--- config.mk ---
export PLATFORM = sky130hd
export DESIGN_NAME = pifo_enqueue_agent
export DESIGN_NICKNAME = d
export VERILOG_FILES = /design/src/rtl/pifo_pkg.sv /design/src/rtl/pifo_addr_collector.sv /design/src/rtl/pifo_enqueue_agent.sv
export SDC_FILE = /design/constraint.sdc
export NUM_CORES = 1
export LEC_CHECK = 0
export ABC_AREA = 1
export CORE_AREA = 2 2 478 480
export CTS_CLUSTER_SIZE = 20
export DETAILED_ROUTE_END_ITERATION = 8
export DIE_AREA = 0 0 480 482
export PLACE_DENSITY = 0.34
export SLEW_MARGIN = 5
export SYNTH_ARGS = -nofsm -noshare
export SYNTH_HDL_FRONTEND = slang
export SYNTH_SLANG_ARGS = --single-unit
--- constraint.sdc ---
create_clock -name clk -period 7.5 [get_ports clk]
set_input_delay 2.25 -clock clk [delete_from_list [all_inputs] [get_ports clk]]
set_output_delay 2.25 -clock clk [all_outputs]
set_load 0.01 [all_outputs]
--- src/rtl/pifo_pkg.sv ---
// Shared definitions for the PIFO enqueue agent: FSM encoding, SUME tuser
// field positions and the destination-port decode.
package pifo_pkg;

    typedef enum logic [2:0] {
        ST_IDLE      = 3'd0,
        ST_WRITE     = 3'd1,
        ST_DROP      = 3'd2,
        ST_WAIT_ADDR = 3'd3,
        ST_ISSUE     = 3'd4
    } pifo_state_e;

    localparam int SUME_DST_POS = 24;
    localparam int SUME_RI_POS  = 32;
    localparam int MAX_PORTS    = 32;

    function automatic int ri_width(input int rank_w, input int flow_w,
                                    input int block_w, input int queue_w);
        return rank_w + flow_w + block_w + queue_w;
    endfunction

    // Even dst bits map to physical ports 0..3; every odd (DMA) bit folds
    // into each port from 4 upward.
    function automatic logic [MAX_PORTS-1:0] port_mask(input logic [7:0] dst,
                                                       input int port_num);
        logic [MAX_PORTS-1:0] m;
        logic                 dma;
        dma  = dst[1] | dst[3] | dst[5] | dst[7];
        m    = {MAX_PORTS{dma}};
        m[0] = dst[0];
        m[1] = dst[2];
        m[2] = dst[4];
        m[3] = dst[6];
        for (int i = 0; i < MAX_PORTS; i++) begin
            if (i >= port_num) begin
                m[i] = 1'b0;
            end
        end
        return m;
    endfunction

endpackage

--- src/rtl/pifo_addr_collector.sv ---
// Collects the buffer manager's packet/metadata address strobes into sticky
// latches and times out if both do not arrive while waiting.
module pifo_addr_collector
    import pifo_pkg::*;
#(
    parameter int PKT_ADDR_WIDTH  = 11,
    parameter int META_ADDR_WIDTH = 11,
    parameter int ADDR_TIMEOUT    = 64
) (
    input  logic                       clk,
    input  logic                       rst_n,
    input  logic                       capture_en,
    input  logic                       count_en,
    input  logic                       clear,
    input  logic [PKT_ADDR_WIDTH-1:0]  pkt_addr_in,
    input  logic                       pkt_addr_valid,
    input  logic [META_ADDR_WIDTH-1:0] meta_addr_in,
    input  logic                       meta_addr_valid,
    output logic [PKT_ADDR_WIDTH-1:0]  pkt_addr,
    output logic [META_ADDR_WIDTH-1:0] meta_addr,
    output logic                       both_valid,
    output logic                       timeout
);

    localparam int                   TIMER_W    = $clog2(ADDR_TIMEOUT + 1);
    localparam logic [TIMER_W-1:0]   TIMER_LAST = TIMER_W'(ADDR_TIMEOUT - 1);

    logic                       pkt_flag_q, pkt_flag_d;
    logic                       meta_flag_q, meta_flag_d;
    logic [PKT_ADDR_WIDTH-1:0]  pkt_addr_q, pkt_addr_d;
    logic [META_ADDR_WIDTH-1:0] meta_addr_q, meta_addr_d;
    logic [TIMER_W-1:0]         timer_q, timer_d;

    // A repeated strobe simply overwrites the held address (last one wins).
    always_comb begin
        pkt_flag_d  = pkt_flag_q;
        meta_flag_d = meta_flag_q;
        pkt_addr_d  = pkt_addr_q;
        meta_addr_d = meta_addr_q;
        if (clear) begin
            pkt_flag_d  = 1'b0;
            meta_flag_d = 1'b0;
        end else if (capture_en) begin
            if (pkt_addr_valid) begin
                pkt_flag_d = 1'b1;
                pkt_addr_d = pkt_addr_in;
            end
            if (meta_addr_valid) begin
                meta_flag_d = 1'b1;
                meta_addr_d = meta_addr_in;
            end
        end
        timer_d = (count_en && !clear) ? timer_q + 1'b1 : '0;
    end

    always_ff @(posedge clk or negedge rst_n) begin
        if (!rst_n) begin
            pkt_flag_q  <= 1'b0;
            meta_flag_q <= 1'b0;
            pkt_addr_q  <= '0;
            meta_addr_q <= '0;
            timer_q     <= '0;
        end else begin
            pkt_flag_q  <= pkt_flag_d;
            meta_flag_q <= meta_flag_d;
            pkt_addr_q  <= pkt_addr_d;
            meta_addr_q <= meta_addr_d;
            timer_q     <= timer_d;
        end
    end

    assign pkt_addr   = pkt_addr_q;
    assign meta_addr  = meta_addr_q;
    assign both_valid = pkt_flag_q && meta_flag_q;
    assign timeout    = count_en && (timer_q == TIMER_LAST);

endmodule

--- src/rtl/pifo_enqueue_agent.sv ---
// PIFO ingress stage: per-packet admit/drop at SOP, beat streaming to the
// buffer manager, then one registered multicast write to the PIFO blocks.
module pifo_enqueue_agent
    import pifo_pkg::*;
#(
    parameter int DATA_WIDTH          = 256,
    parameter int SUME_META_WIDTH     = 128,
    parameter int PORT_NUM            = 5,
    parameter int DST_POS             = SUME_DST_POS,
    parameter int RI_POS              = SUME_RI_POS,
    parameter int RANK_WIDTH          = 16,
    parameter int FLOW_WIDTH          = 10,
    parameter int PIFO_QUEUE_ID_WIDTH = 5,
    parameter int PIFO_BLOCK_ID_WIDTH = 3,
    parameter int PKT_ADDR_WIDTH      = 11,
    parameter int META_ADDR_WIDTH     = 11,
    parameter int ADDR_TIMEOUT        = 64,
    parameter int CNT_WIDTH           = 32,
    localparam int RI_W = ri_width(RANK_WIDTH, FLOW_WIDTH, PIFO_BLOCK_ID_WIDTH, PIFO_QUEUE_ID_WIDTH)
) (
    input  logic                         clk,
    input  logic                         reset,
    input  logic [DATA_WIDTH-1:0]        s_axis_tdata,
    input  logic [DATA_WIDTH/8-1:0]      s_axis_tkeep,
    input  logic [SUME_META_WIDTH-1:0]   s_axis_tuser,
    input  logic                         s_axis_tvalid,
    input  logic                         s_axis_tlast,
    output logic                         s_axis_tready,
    input  logic [PKT_ADDR_WIDTH-1:0]    s_axis_packet_addr,
    input  logic                         s_axis_packet_addr_valid,
    input  logic [META_ADDR_WIDTH-1:0]   s_axis_meta_addr,
    input  logic                         s_axis_meta_addr_valid,
    input  logic [PORT_NUM-1:0]          s_axis_data_buffer_is_almost_full_array,
    input  logic [PORT_NUM-1:0]          s_axis_meta_buffer_is_almost_full_array,
    input  logic [PORT_NUM-1:0]          s_axis_pifo_block_is_full_array,
    output logic [DATA_WIDTH-1:0]        m_axis_to_bm_tdata,
    output logic [DATA_WIDTH/8-1:0]      m_axis_to_bm_tkeep,
    output logic                         m_axis_to_bm_tlast,
    output logic                         m_axis_to_bm_data_wr_en,
    output logic [SUME_META_WIDTH-1:0]   m_axis_to_bm_user_data,
    output logic                         m_axis_to_bm_user_wr_en,
    output logic [PORT_NUM-1:0]          m_axis_to_bm_port_mask,
    output logic                         m_axis_to_pb_valid,
    output logic [PKT_ADDR_WIDTH-1:0]    m_axis_to_pb_packet_addr,
    output logic [META_ADDR_WIDTH-1:0]   m_axis_to_pb_meta_addr,
    output logic [PORT_NUM*RI_W-1:0]     m_axis_to_pb_rank_info,
    output logic [PORT_NUM-1:0]          m_axis_to_pb_wr_en_array,
    output logic [CNT_WIDTH-1:0]         stat_pkt_accepted,
    output logic [CNT_WIDTH-1:0]         stat_pkt_dropped,
    output logic [CNT_WIDTH-1:0]         stat_addr_timeout,
    output logic [CNT_WIDTH-1:0]         stat_pifo_skip
);

    pifo_state_e                state_q, state_d;

    logic [PORT_NUM-1:0]        sop_mask;
    logic [PORT_NUM-1:0]        busy;
    logic                       admit;
    logic                       beat_hs;
    logic                       sop_hs;
    logic                       tready;
    logic                       data_wr_en;
    logic                       user_wr_en;
    logic [PORT_NUM-1:0]        bm_port_mask;
    logic                       capture_en;
    logic                       count_en;
    logic                       col_clear;
    logic                       both_valid;
    logic                       addr_timeout;
    logic                       abort;
    logic [PKT_ADDR_WIDTH-1:0]  col_pkt_addr;
    logic [META_ADDR_WIDTH-1:0] col_meta_addr;

    logic [PORT_NUM-1:0]        mask_q, mask_d;
    logic [RI_W-1:0]            ri_q, ri_d;
    logic                       pb_valid_q, pb_valid_d;
    logic [PKT_ADDR_WIDTH-1:0]  pb_pkt_addr_q, pb_pkt_addr_d;
    logic [META_ADDR_WIDTH-1:0] pb_meta_addr_q, pb_meta_addr_d;
    logic [PORT_NUM*RI_W-1:0]   pb_rank_info_q, pb_rank_info_d;
    logic [PORT_NUM-1:0]        pb_wr_en_q, pb_wr_en_d;
    logic [CNT_WIDTH-1:0]       accepted_q, accepted_d;
    logic [CNT_WIDTH-1:0]       dropped_q, dropped_d;
    logic [CNT_WIDTH-1:0]       timeout_cnt_q, timeout_cnt_d;
    logic [CNT_WIDTH-1:0]       skip_q, skip_d;
    logic [PORT_NUM-1:0]        skip_bits;
    logic [CNT_WIDTH-1:0]       skip_n;

    function automatic logic [CNT_WIDTH-1:0] sat_add(input logic [CNT_WIDTH-1:0] a,
                                                     input logic [CNT_WIDTH-1:0] b);
        logic [CNT_WIDTH:0] s;
        s = {1'b0, a} + {1'b0, b};
        return s[CNT_WIDTH] ? {CNT_WIDTH{1'b1}} : s[CNT_WIDTH-1:0];
    endfunction

    // Any targeted port that is busy rejects the whole packet.
    assign busy     = s_axis_data_buffer_is_almost_full_array
                    | s_axis_meta_buffer_is_almost_full_array
                    | s_axis_pifo_block_is_full_array;
    assign sop_mask = PORT_NUM'(port_mask(s_axis_tuser[DST_POS +: 8], PORT_NUM));
    assign admit    = (sop_mask != '0) && ((sop_mask & busy) == '0);
    assign beat_hs  = s_axis_tvalid && tready;
    assign sop_hs   = (state_q == ST_IDLE) && beat_hs;
    assign abort    = addr_timeout && !both_valid;

    always_ff @(posedge clk or negedge reset) begin
        if (!reset) begin
            state_q <= ST_IDLE;
        end else begin
            state_q <= state_d;
        end
    end

    always_comb begin
        state_d = state_q;
        case (state_q)
            ST_IDLE: begin
                if (sop_hs) begin
                    if (admit) begin
                        state_d = s_axis_tlast ? ST_WAIT_ADDR : ST_WRITE;
                    end else begin
                        state_d = s_axis_tlast ? ST_IDLE : ST_DROP;
                    end
                end
            end
            ST_WRITE: begin
                if (beat_hs && s_axis_tlast) begin
                    state_d = ST_WAIT_ADDR;
                end
            end
            ST_DROP: begin
                if (beat_hs && s_axis_tlast) begin
                    state_d = ST_IDLE;
                end
            end
            ST_WAIT_ADDR: begin
                if (both_valid) begin
                    state_d = ST_ISSUE;
                end else if (addr_timeout) begin
                    state_d = ST_IDLE;
                end
            end
            ST_ISSUE: state_d = ST_IDLE;
            default:  state_d = ST_IDLE;
        endcase
    end

    // Handshake outputs are forced low while reset is held.
    always_comb begin
        tready       = 1'b0;
        data_wr_en   = 1'b0;
        user_wr_en   = 1'b0;
        bm_port_mask = mask_q;
        capture_en   = 1'b0;
        count_en     = 1'b0;
        col_clear    = 1'b0;
        case (state_q)
            ST_IDLE: begin
                tready       = 1'b1;
                data_wr_en   = s_axis_tvalid && admit;
                user_wr_en   = s_axis_tvalid && admit;
                bm_port_mask = sop_mask;
            end
            ST_WRITE: begin
                tready     = 1'b1;
                data_wr_en = s_axis_tvalid;
                capture_en = 1'b1;
            end
            ST_DROP: begin
                tready = 1'b1;
            end
            ST_WAIT_ADDR: begin
                capture_en = 1'b1;
                count_en   = 1'b1;
                col_clear  = abort;
            end
            ST_ISSUE: begin
                col_clear = 1'b1;
            end
            default: begin
                tready = 1'b0;
            end
        endcase
        if (!reset) begin
            tready     = 1'b0;
            data_wr_en = 1'b0;
            user_wr_en = 1'b0;
        end
    end

    always_comb begin
        skip_bits = mask_q & s_axis_pifo_block_is_full_array;
        skip_n    = '0;
        for (int i = 0; i < PORT_NUM; i++) begin
            skip_n = skip_n + CNT_WIDTH'(skip_bits[i]);
        end
    end

    always_comb begin
        mask_d         = mask_q;
        ri_d           = ri_q;
        pb_valid_d     = 1'b0;
        pb_wr_en_d     = '0;
        pb_pkt_addr_d  = pb_pkt_addr_q;
        pb_meta_addr_d = pb_meta_addr_q;
        pb_rank_info_d = pb_rank_info_q;
        accepted_d     = accepted_q;
        dropped_d      = dropped_q;
        timeout_cnt_d  = timeout_cnt_q;
        skip_d         = skip_q;
        if (sop_hs) begin
            mask_d = sop_mask;
            ri_d   = s_axis_tuser[RI_POS +: RI_W];
            if (!admit) begin
                dropped_d = sat_add(dropped_q, CNT_WIDTH'(1));
            end
        end
        if (state_q == ST_WAIT_ADDR && abort) begin
            timeout_cnt_d = sat_add(timeout_cnt_q, CNT_WIDTH'(1));
        end
        // Block fullness is re-sampled here; full blocks are skipped, not retried.
        if (state_q == ST_ISSUE) begin
            pb_valid_d     = 1'b1;
            pb_wr_en_d     = mask_q & ~s_axis_pifo_block_is_full_array;
            pb_pkt_addr_d  = col_pkt_addr;
            pb_meta_addr_d = col_meta_addr;
            pb_rank_info_d = {PORT_NUM{ri_q}};
            accepted_d     = sat_add(accepted_q, CNT_WIDTH'(1));
            skip_d         = sat_add(skip_q, skip_n);
        end
    end

    always_ff @(posedge clk or negedge reset) begin
        if (!reset) begin
            mask_q         <= '0;
            ri_q           <= '0;
            pb_valid_q     <= 1'b0;
            pb_wr_en_q     <= '0;
            pb_pkt_addr_q  <= '0;
            pb_meta_addr_q <= '0;
            pb_rank_info_q <= '0;
            accepted_q     <= '0;
            dropped_q      <= '0;
            timeout_cnt_q  <= '0;
            skip_q         <= '0;
        end else begin
            mask_q         <= mask_d;
            ri_q           <= ri_d;
            pb_valid_q     <= pb_valid_d;
            pb_wr_en_q     <= pb_wr_en_d;
            pb_pkt_addr_q  <= pb_pkt_addr_d;
            pb_meta_addr_q <= pb_meta_addr_d;
            pb_rank_info_q <= pb_rank_info_d;
            accepted_q     <= accepted_d;
            dropped_q      <= dropped_d;
            timeout_cnt_q  <= timeout_cnt_d;
            skip_q         <= skip_d;
        end
    end

    pifo_addr_collector #(
        .PKT_ADDR_WIDTH  (PKT_ADDR_WIDTH),
        .META_ADDR_WIDTH (META_ADDR_WIDTH),
        .ADDR_TIMEOUT    (ADDR_TIMEOUT)
    ) u_addr_collector (
        .clk             (clk),
        .rst_n           (reset),
        .capture_en      (capture_en),
        .count_en        (count_en),
        .clear           (col_clear),
        .pkt_addr_in     (s_axis_packet_addr),
        .pkt_addr_valid  (s_axis_packet_addr_valid),
        .meta_addr_in    (s_axis_meta_addr),
        .meta_addr_valid (s_axis_meta_addr_valid),
        .pkt_addr        (col_pkt_addr),
        .meta_addr       (col_meta_addr),
        .both_valid      (both_valid),
        .timeout         (addr_timeout)
    );

    assign s_axis_tready            = tready;
    assign m_axis_to_bm_tdata       = s_axis_tdata;
    assign m_axis_to_bm_tkeep       = s_axis_tkeep;
    assign m_axis_to_bm_tlast       = s_axis_tlast;
    assign m_axis_to_bm_data_wr_en  = data_wr_en;
    assign m_axis_to_bm_user_data   = s_axis_tuser;
    assign m_axis_to_bm_user_wr_en  = user_wr_en;
    assign m_axis_to_bm_port_mask   = bm_port_mask;
    assign m_axis_to_pb_valid       = pb_valid_q;
    assign m_axis_to_pb_packet_addr = pb_pkt_addr_q;
    assign m_axis_to_pb_meta_addr   = pb_meta_addr_q;
    assign m_axis_to_pb_rank_info   = pb_rank_info_q;
    assign m_axis_to_pb_wr_en_array = pb_wr_en_q;
    assign stat_pkt_accepted        = accepted_q;
    assign stat_pkt_dropped         = dropped_q;
    assign stat_addr_timeout        = timeout_cnt_q;
    assign stat_pifo_skip           = skip_q;

endmodule

[Yosys cells after proc, flatten, opt, wreduce, memory -nomap -nowiden]
Index checks and enable logic that the tools add are counted.
Storage, ports and cells
  register bits: 399
  output and inout bits: 751
  logic and storage cells: 104
Operators by class
  $add $sub $neg: 9
  eq/ne operators: 9
  multiplexer cells: 32
  bitwise operators: 11
  reductions and logical operators: 26
Operators with widths (number)
  $mux W32: 4
  $add A32 B1 Y33 const B: 3
  $add A32 B5 Y33: 1
  $and A5 B5 Y5: 3
  $mux W3: 5
  $mux W1: 14
  $pmux W3 S4: 1
  $logic_and A1 B1 Y1: 10
  $mux W5: 2
  $or A5 B5 Y5: 2
  $add A7 B1 Y7 const B: 1
  $eq A7 B6 Y1 const B: 1
  $mux W7: 1
  $eq A3 B2 Y1 const B: 2
  $mux W2: 3
  $ne A2 B2 Y1 const B: 3
  $reduce_and A2 Y1: 3
  $reduce_and A3 Y1: 2
  $reduce_bool A2 Y1: 3
  $add A4 B1 Y5: 1
  $logic_not A5 Y1: 1
  $not A5 Y5: 1
  $reduce_bool A5 Y1: 1
  $add A3 B1 Y4: 1
  13 further kinds: 18

[Longest topological paths before layout]
  word-level depth: 9
  mapped depth: 15
  gate-level depth less buffers: 15

[Cells and area by module]
From an unflattened synthesis, not the netlist that was laid out.
Unflattened totals
  cell total of the unflattened synthesis: 2381
  area, all modules: 17989.8 µm²
Modules (own cells, without submodules)
  pifo_enqueue_agent: times used 1, cells an instance 2238, area an instance 16604.7 µm², seq. area each 5805.6 µm²
  pifo_addr_collector: times used 1, cells an instance 143, area an instance 1385.1 µm², seq. area each 775.7 µm²

[Worst setup path after synthesis]
OpenSTA, ideal clock, no wires.
  path kind: input -> output
  start point: input s_axis_tuser[29]
  end point: output m_axis_to_bm_data_wr_en
  arrival: 3.004 ns
  data required time: 5.250 ns
  path slack: 2.246 ns
  cell stages on the path: 9
  buffers on the path: 0
  cells stage by stage: nor2_1 > nand2_1 > nand2_1 > nand2_1 > inv_1 > nand3_1 > nor2_1 > nor2_1 > nor2_1
On the way
  longest elaborated chain between the ends: 8
  elaborated cells between the ends (all ways): 9
  classes of those cells: 2 x mux; 3 x bitwise; 4 x reduce/logical
RTL lines
  from (decl): RTL line pifo_enqueue_agent.sv:25  | input logic [SUME_META_WIDTH-1:0] s_axis_tuser,
  $or A1 B1 Y1 * (2 in series): RTL line pifo_pkg.sv:28  | dma = dst[1] | dst[3] | dst[5] | dst[7];
  $and A5 B5 Y5: RTL line pifo_enqueue_agent.sv:100  | assign admit = (sop_mask != '0) && ((sop_mask & busy) == '0);
  $logic_not A5 Y1: RTL line pifo_enqueue_agent.sv:100
  $logic_and A1 B1 Y1 *: RTL line pifo_enqueue_agent.sv:100
  $logic_and A1 B1 Y1 *: RTL line pifo_enqueue_agent.sv:159  | data_wr_en = s_axis_tvalid && admit;
  $pmux W1 S2 *: RTL line pifo_enqueue_agent.sv:156  | case (state_q)
  $mux W1 *: RTL line pifo_enqueue_agent.sv:183  | if (!reset) begin
  to (decl): RTL line pifo_enqueue_agent.sv:39  | output logic m_axis_to_bm_data_wr_en,
Every way passes the cells marked *; elsewhere a longest branch is shown, timed or not.

[Final worst setup path]
  start point: input s_axis_tuser[29]
  end point: output m_axis_to_bm_user_wr_en
On the way
  longest elaborated chain between the ends: 8
  elaborated cells between the ends (all ways): 9
  classes of those cells: 2 x mux; 3 x bitwise; 4 x reduce/logical
RTL lines
  $or A1 B1 Y1 * (2 in series): RTL line pifo_pkg.sv:28
  $and A5 B5 Y5: RTL line pifo_enqueue_agent.sv:100
  $logic_not A5 Y1: RTL line pifo_enqueue_agent.sv:100
  $logic_and A1 B1 Y1 *: RTL line pifo_enqueue_agent.sv:100
  $logic_and A1 B1 Y1 *: RTL line pifo_enqueue_agent.sv:160  | user_wr_en = s_axis_tvalid && admit;
  $mux W1 *: RTL line pifo_enqueue_agent.sv:156
  $mux W1 *: RTL line pifo_enqueue_agent.sv:183
  to (decl): RTL line pifo_enqueue_agent.sv:41  | output logic m_axis_to_bm_user_wr_en,
Marked as above.

==> run summary <==
Hold path depth: 2
Fin crit share: 85.5%
Vias: 14496
Initial antenna violation count: 11
Reg power frac: 33.8%
Average wire per standard cell: 18.8 um
Area contributors post-synth: dfrtp_1 (37%), buf_4 (23%), nand2_1 (12%)
Layout fillers: 26399
Total die area: 231000 um^2
Leakage: 9.13 nW
CTS tree: yes
# Max-Cap Violations: 0
RSZ-0062 raised after global routing: false
DRT Wirelength: 100 mm
IO Pins: 1210
#FFs+latches synth: 263
Clock Path Buffers: 3
Htree depth: 2
Register area share after synthesis: 37.0%
Syn Area/Cell: 7.55 um^2
Yosys top cell by area: dfrtp_1
Total clock sinks: 263
Share of the synthesized area in the top cell type: 37.0%
Endpoints failing setup: 0
R2R depth: 12
# placed instances: 5240
Clock Power Share: 33.2%
Worst Hold End: m_axis_to_pb_rank_info[162]$_DFFE_PN0P_
CTS Hold Buffers Added: 0
Drc violations: 0
Setup slack, reg-to-reg: 4010 ps
Final Non-Filler Cells: 5318
Combinational share of power: 33.0%
Skew-Pair Late Insertion Delay: 630 ps
Critical path's top delay family: buffers and inverters
Die X-Extent: 480 um
Root buffer cell: clkbuf_16
Post-DRT Antenna Nets: 0
Status: finished clean
First-pass GRT wire length: 131 mm
WP buf/inv: 2
1st-iter DRT viols: 696
# resized after CTS: 0
Required time worst endpoint: 5250 ps
Layout cells sized above 1: 5.47%
Most common cell on crit path: nor2_1
Post-synth cell types: 43
Max FO, Critical Path: 4
Cells after Synth: 2358
Worst slew margin: 42.6%
Int Power: 4.13 mW
Endpoints failing hold: 0
Worst r2r src: mask_q[2]$_DFFE_PN0P_
Asr flop ratio synth: 100%
CP max stage delay: 590 ps
Max VDD drop: 0.000166 V
Net Sw Frac: 35.0%
Fin. max-slew vios: 0
R2R Path End: stat_pifo_skip[13]$_DFFE_PN0P_
Cell Chain, Critical Path: clkdlybuf4s50_1 -> nor2_1 -> nand2_1 -> nor2_1 -> nor2_1 -> nand3_1 -> nor3_1 -> clkdlybuf4s50_1
Post-CTS setup buffers: 0
Via/cell ratio: 2.73
Worst Tran Pin Value: 857 ps
Reg clk slew, reported paths: 60 ps
Clock skew: 33.1 ps
Largest net degree at the start of global routing: 113
Global placer's final weighted congestion: 0.800
Arr. time, crit path: 4160 ps
Area growth syn-to-layout: 31.2%
Vias in the first global route: 14237
# rows: 175
Pwr Density: 272 nW/um^2
Tmin final: 6410 ps
Port Buffer Count: 461
Final #Nets: 2745
Number of synthesized flops with an enable pin: 0
Core area: 226000 um^2
CP Class: input port to output port
Overflow after GRT: 0
Hold WC Path Type: flip-flop to flip-flop
Area of the mapped netlist: 17800 um^2
Setup TNS: 0 ps
Yosys warns: 0
Mapped Nets: 2828
Top FF cell, synth: dfrtp_1
Total GRT Usage: 8.26%
Achievable Freq: 0.156 GHz
Total CTS buffers: 42
CP endpoint kind: output port
Hold path startpoint: ri_q[26]$_DFFE_PN0P_
Critical Path Slowest Stage Cell: clkdlybuf4s50_1
Initial Util: 7.86%
Die height: 482 um
TritonRoute pass-1 iters: 4
Dpl hpwl: 82.7 mm
Startpoint Class: input port
Switching power: 2.22 mW
cell type report:
| cell class | count | area [um^2] | share of cell area [%] |
|---|---|---|---|
| inverter | 216 | 811 | 3.47 |
| tap | 3009 | 3760 | 16.1 |
| antenna | 4 | 10.0 | 0.0429 |
| sequential | 263 | 6580 | 28.2 |
| clock inverter | 18 | 265 | 1.14 |
| multi-input combinational | 1282 | 6040 | 25.9 |
| timing repair buffer | 470 | 4710 | 20.2 |
| clock buffer | 56 | 1170 | 5.02 |
power by group through the flow:
stage	logic [mW]	registers, mW	clock network, mW
floorplan	1.32	2.10	0
global placement	2.16	2.17	0
detailed placement	2.16	2.18	0
CTS	2.16	2.16	2.23
global route	2.33	2.20	2.27
finish	2.10	2.15	2.11
sequential cells by signal, summed over array words and instances (netlist names):
name / count
m_axis_to_pb_rank_info: 34
ri_q: 34
stat_addr_timeout: 32
stat_pifo_skip: 32
stat_pkt_accepted: 32
stat_pkt_dropped: 32
m_axis_to_pb_meta_addr: 11
m_axis_to_pb_packet_addr: 11
u_addr_collector.meta_addr: 11
u_addr_collector.pkt_addr: 11
u_addr_collector.timer_q: 7
m_axis_to_pb_wr_en_array: 5
mask_q: 5
state_q: 3
m_axis_to_pb_valid: 1
u_addr_collector.meta_flag_q: 1
u_addr_collector.pkt_flag_q: 1
cell usage after synthesis (6+ instances only):
| cell type | n |
|---|---|
| a21oi_1 | 26 |
| buf_2 | 17 |
| nand3b_1 | 20 |
| inv_1 | 210 |
| ha_1 | 8 |
| nand3_1 | 154 |
| nor2_1 | 180 |
| xor2_1 | 30 |
| nor3_1 | 52 |
| or2_2 | 6 |
| clkbuf_1 | 18 |
| inv_2 | 6 |
| xnor2_1 | 7 |
| nand4_1 | 21 |
| nand2_2 | 7 |
| dfrtp_1 | 263 |
| nor2_4 | 9 |
| buf_4 | 555 |
| nand2_1 | 573 |
| o21ai_0 | 152 |
logic make-up after synthesis:
group                      synth area share [%]
and+or+nand+nor                            26.0
buffers and inverters                      29.1
DFF                                        37.0
AOI/OAI and AO/OA                          5.21
xor gates and xnor gates                   1.82
adders and majority gates                 0.900
worst max path at each step:
| stage | startpoint | cells past startpoint | end |
|---|---|---|---|
| detailed placement | s_axis_tvalid | 4 | m_axis_to_bm_user_wr_en |
| floorplan | s_axis_tuser[29] | 9 | m_axis_to_bm_data_wr_en |
| global placement | s_axis_tvalid | 4 | m_axis_to_bm_user_wr_en |
| finish | s_axis_tuser[29] | 8 | m_axis_to_bm_user_wr_en |
| CTS | s_axis_tvalid | 4 | m_axis_to_bm_user_wr_en |
| global route | s_axis_tuser[30] | 8 | m_axis_to_bm_user_wr_en |
stage by stage:
stage / hold WS (ps) / power (mW) / area [um^2] / util [%] / worst slack, ps
final: 453 / 6.35 / 23400 / 10.3 / 1090
after global routing: 482 / 6.79 / 23300 / 10.3 / 868
after CTS: 443 / 6.55 / 23300 / 10.3 / 936
after detailed placement: 453 / 4.33 / 21900 / 9.68 / 939
after global placement: 450 / 4.32 / 21900 / 9.68 / 943
after floorplan: 433 / 3.42 / 17800 / - / 2250
cell usage in the layout, fill, tap and decap left out, types with 7 or more instances in the layout:
cell and count:
nand2_2 7, inv_1 210, buf_4 8, clkdlybuf4s50_1 459, a21oi_1 26, xor2_1 30
nand4_1 21, nor3_1 52, clkbuf_1 7, nand3b_1 20, nand2_1 573, nand3_1 154
xnor2_1 7, clkbuf_16 42, nor2_1 180, dfrtp_1 263, o21ai_0 152, clkbuf_8 7
nor2_4 9, ha_1 8, clkinv_2 7
worst reg2reg max path: stages (launching register included):
cell	delay [ps]
dfrtp_1	410
nand2_1	120
inv_1	70
fa_1	460
fa_1	620
ha_1	210
fa_1	230
nand2_1	100
a21oi_4	240
nand4_4	150
nor2_4	210
nand4_4	370
nand3_1	230
per-layer routing:
metal / wire (um) / GRT usage [%]
met1: 32800 / 7.75
met2: 44100 / 12.8
met3: 16600 / 6.22
met4: 6320 / 4.76
met5: 373 / 1.04
Note: power is estimated with default switching activity, not from simulation.
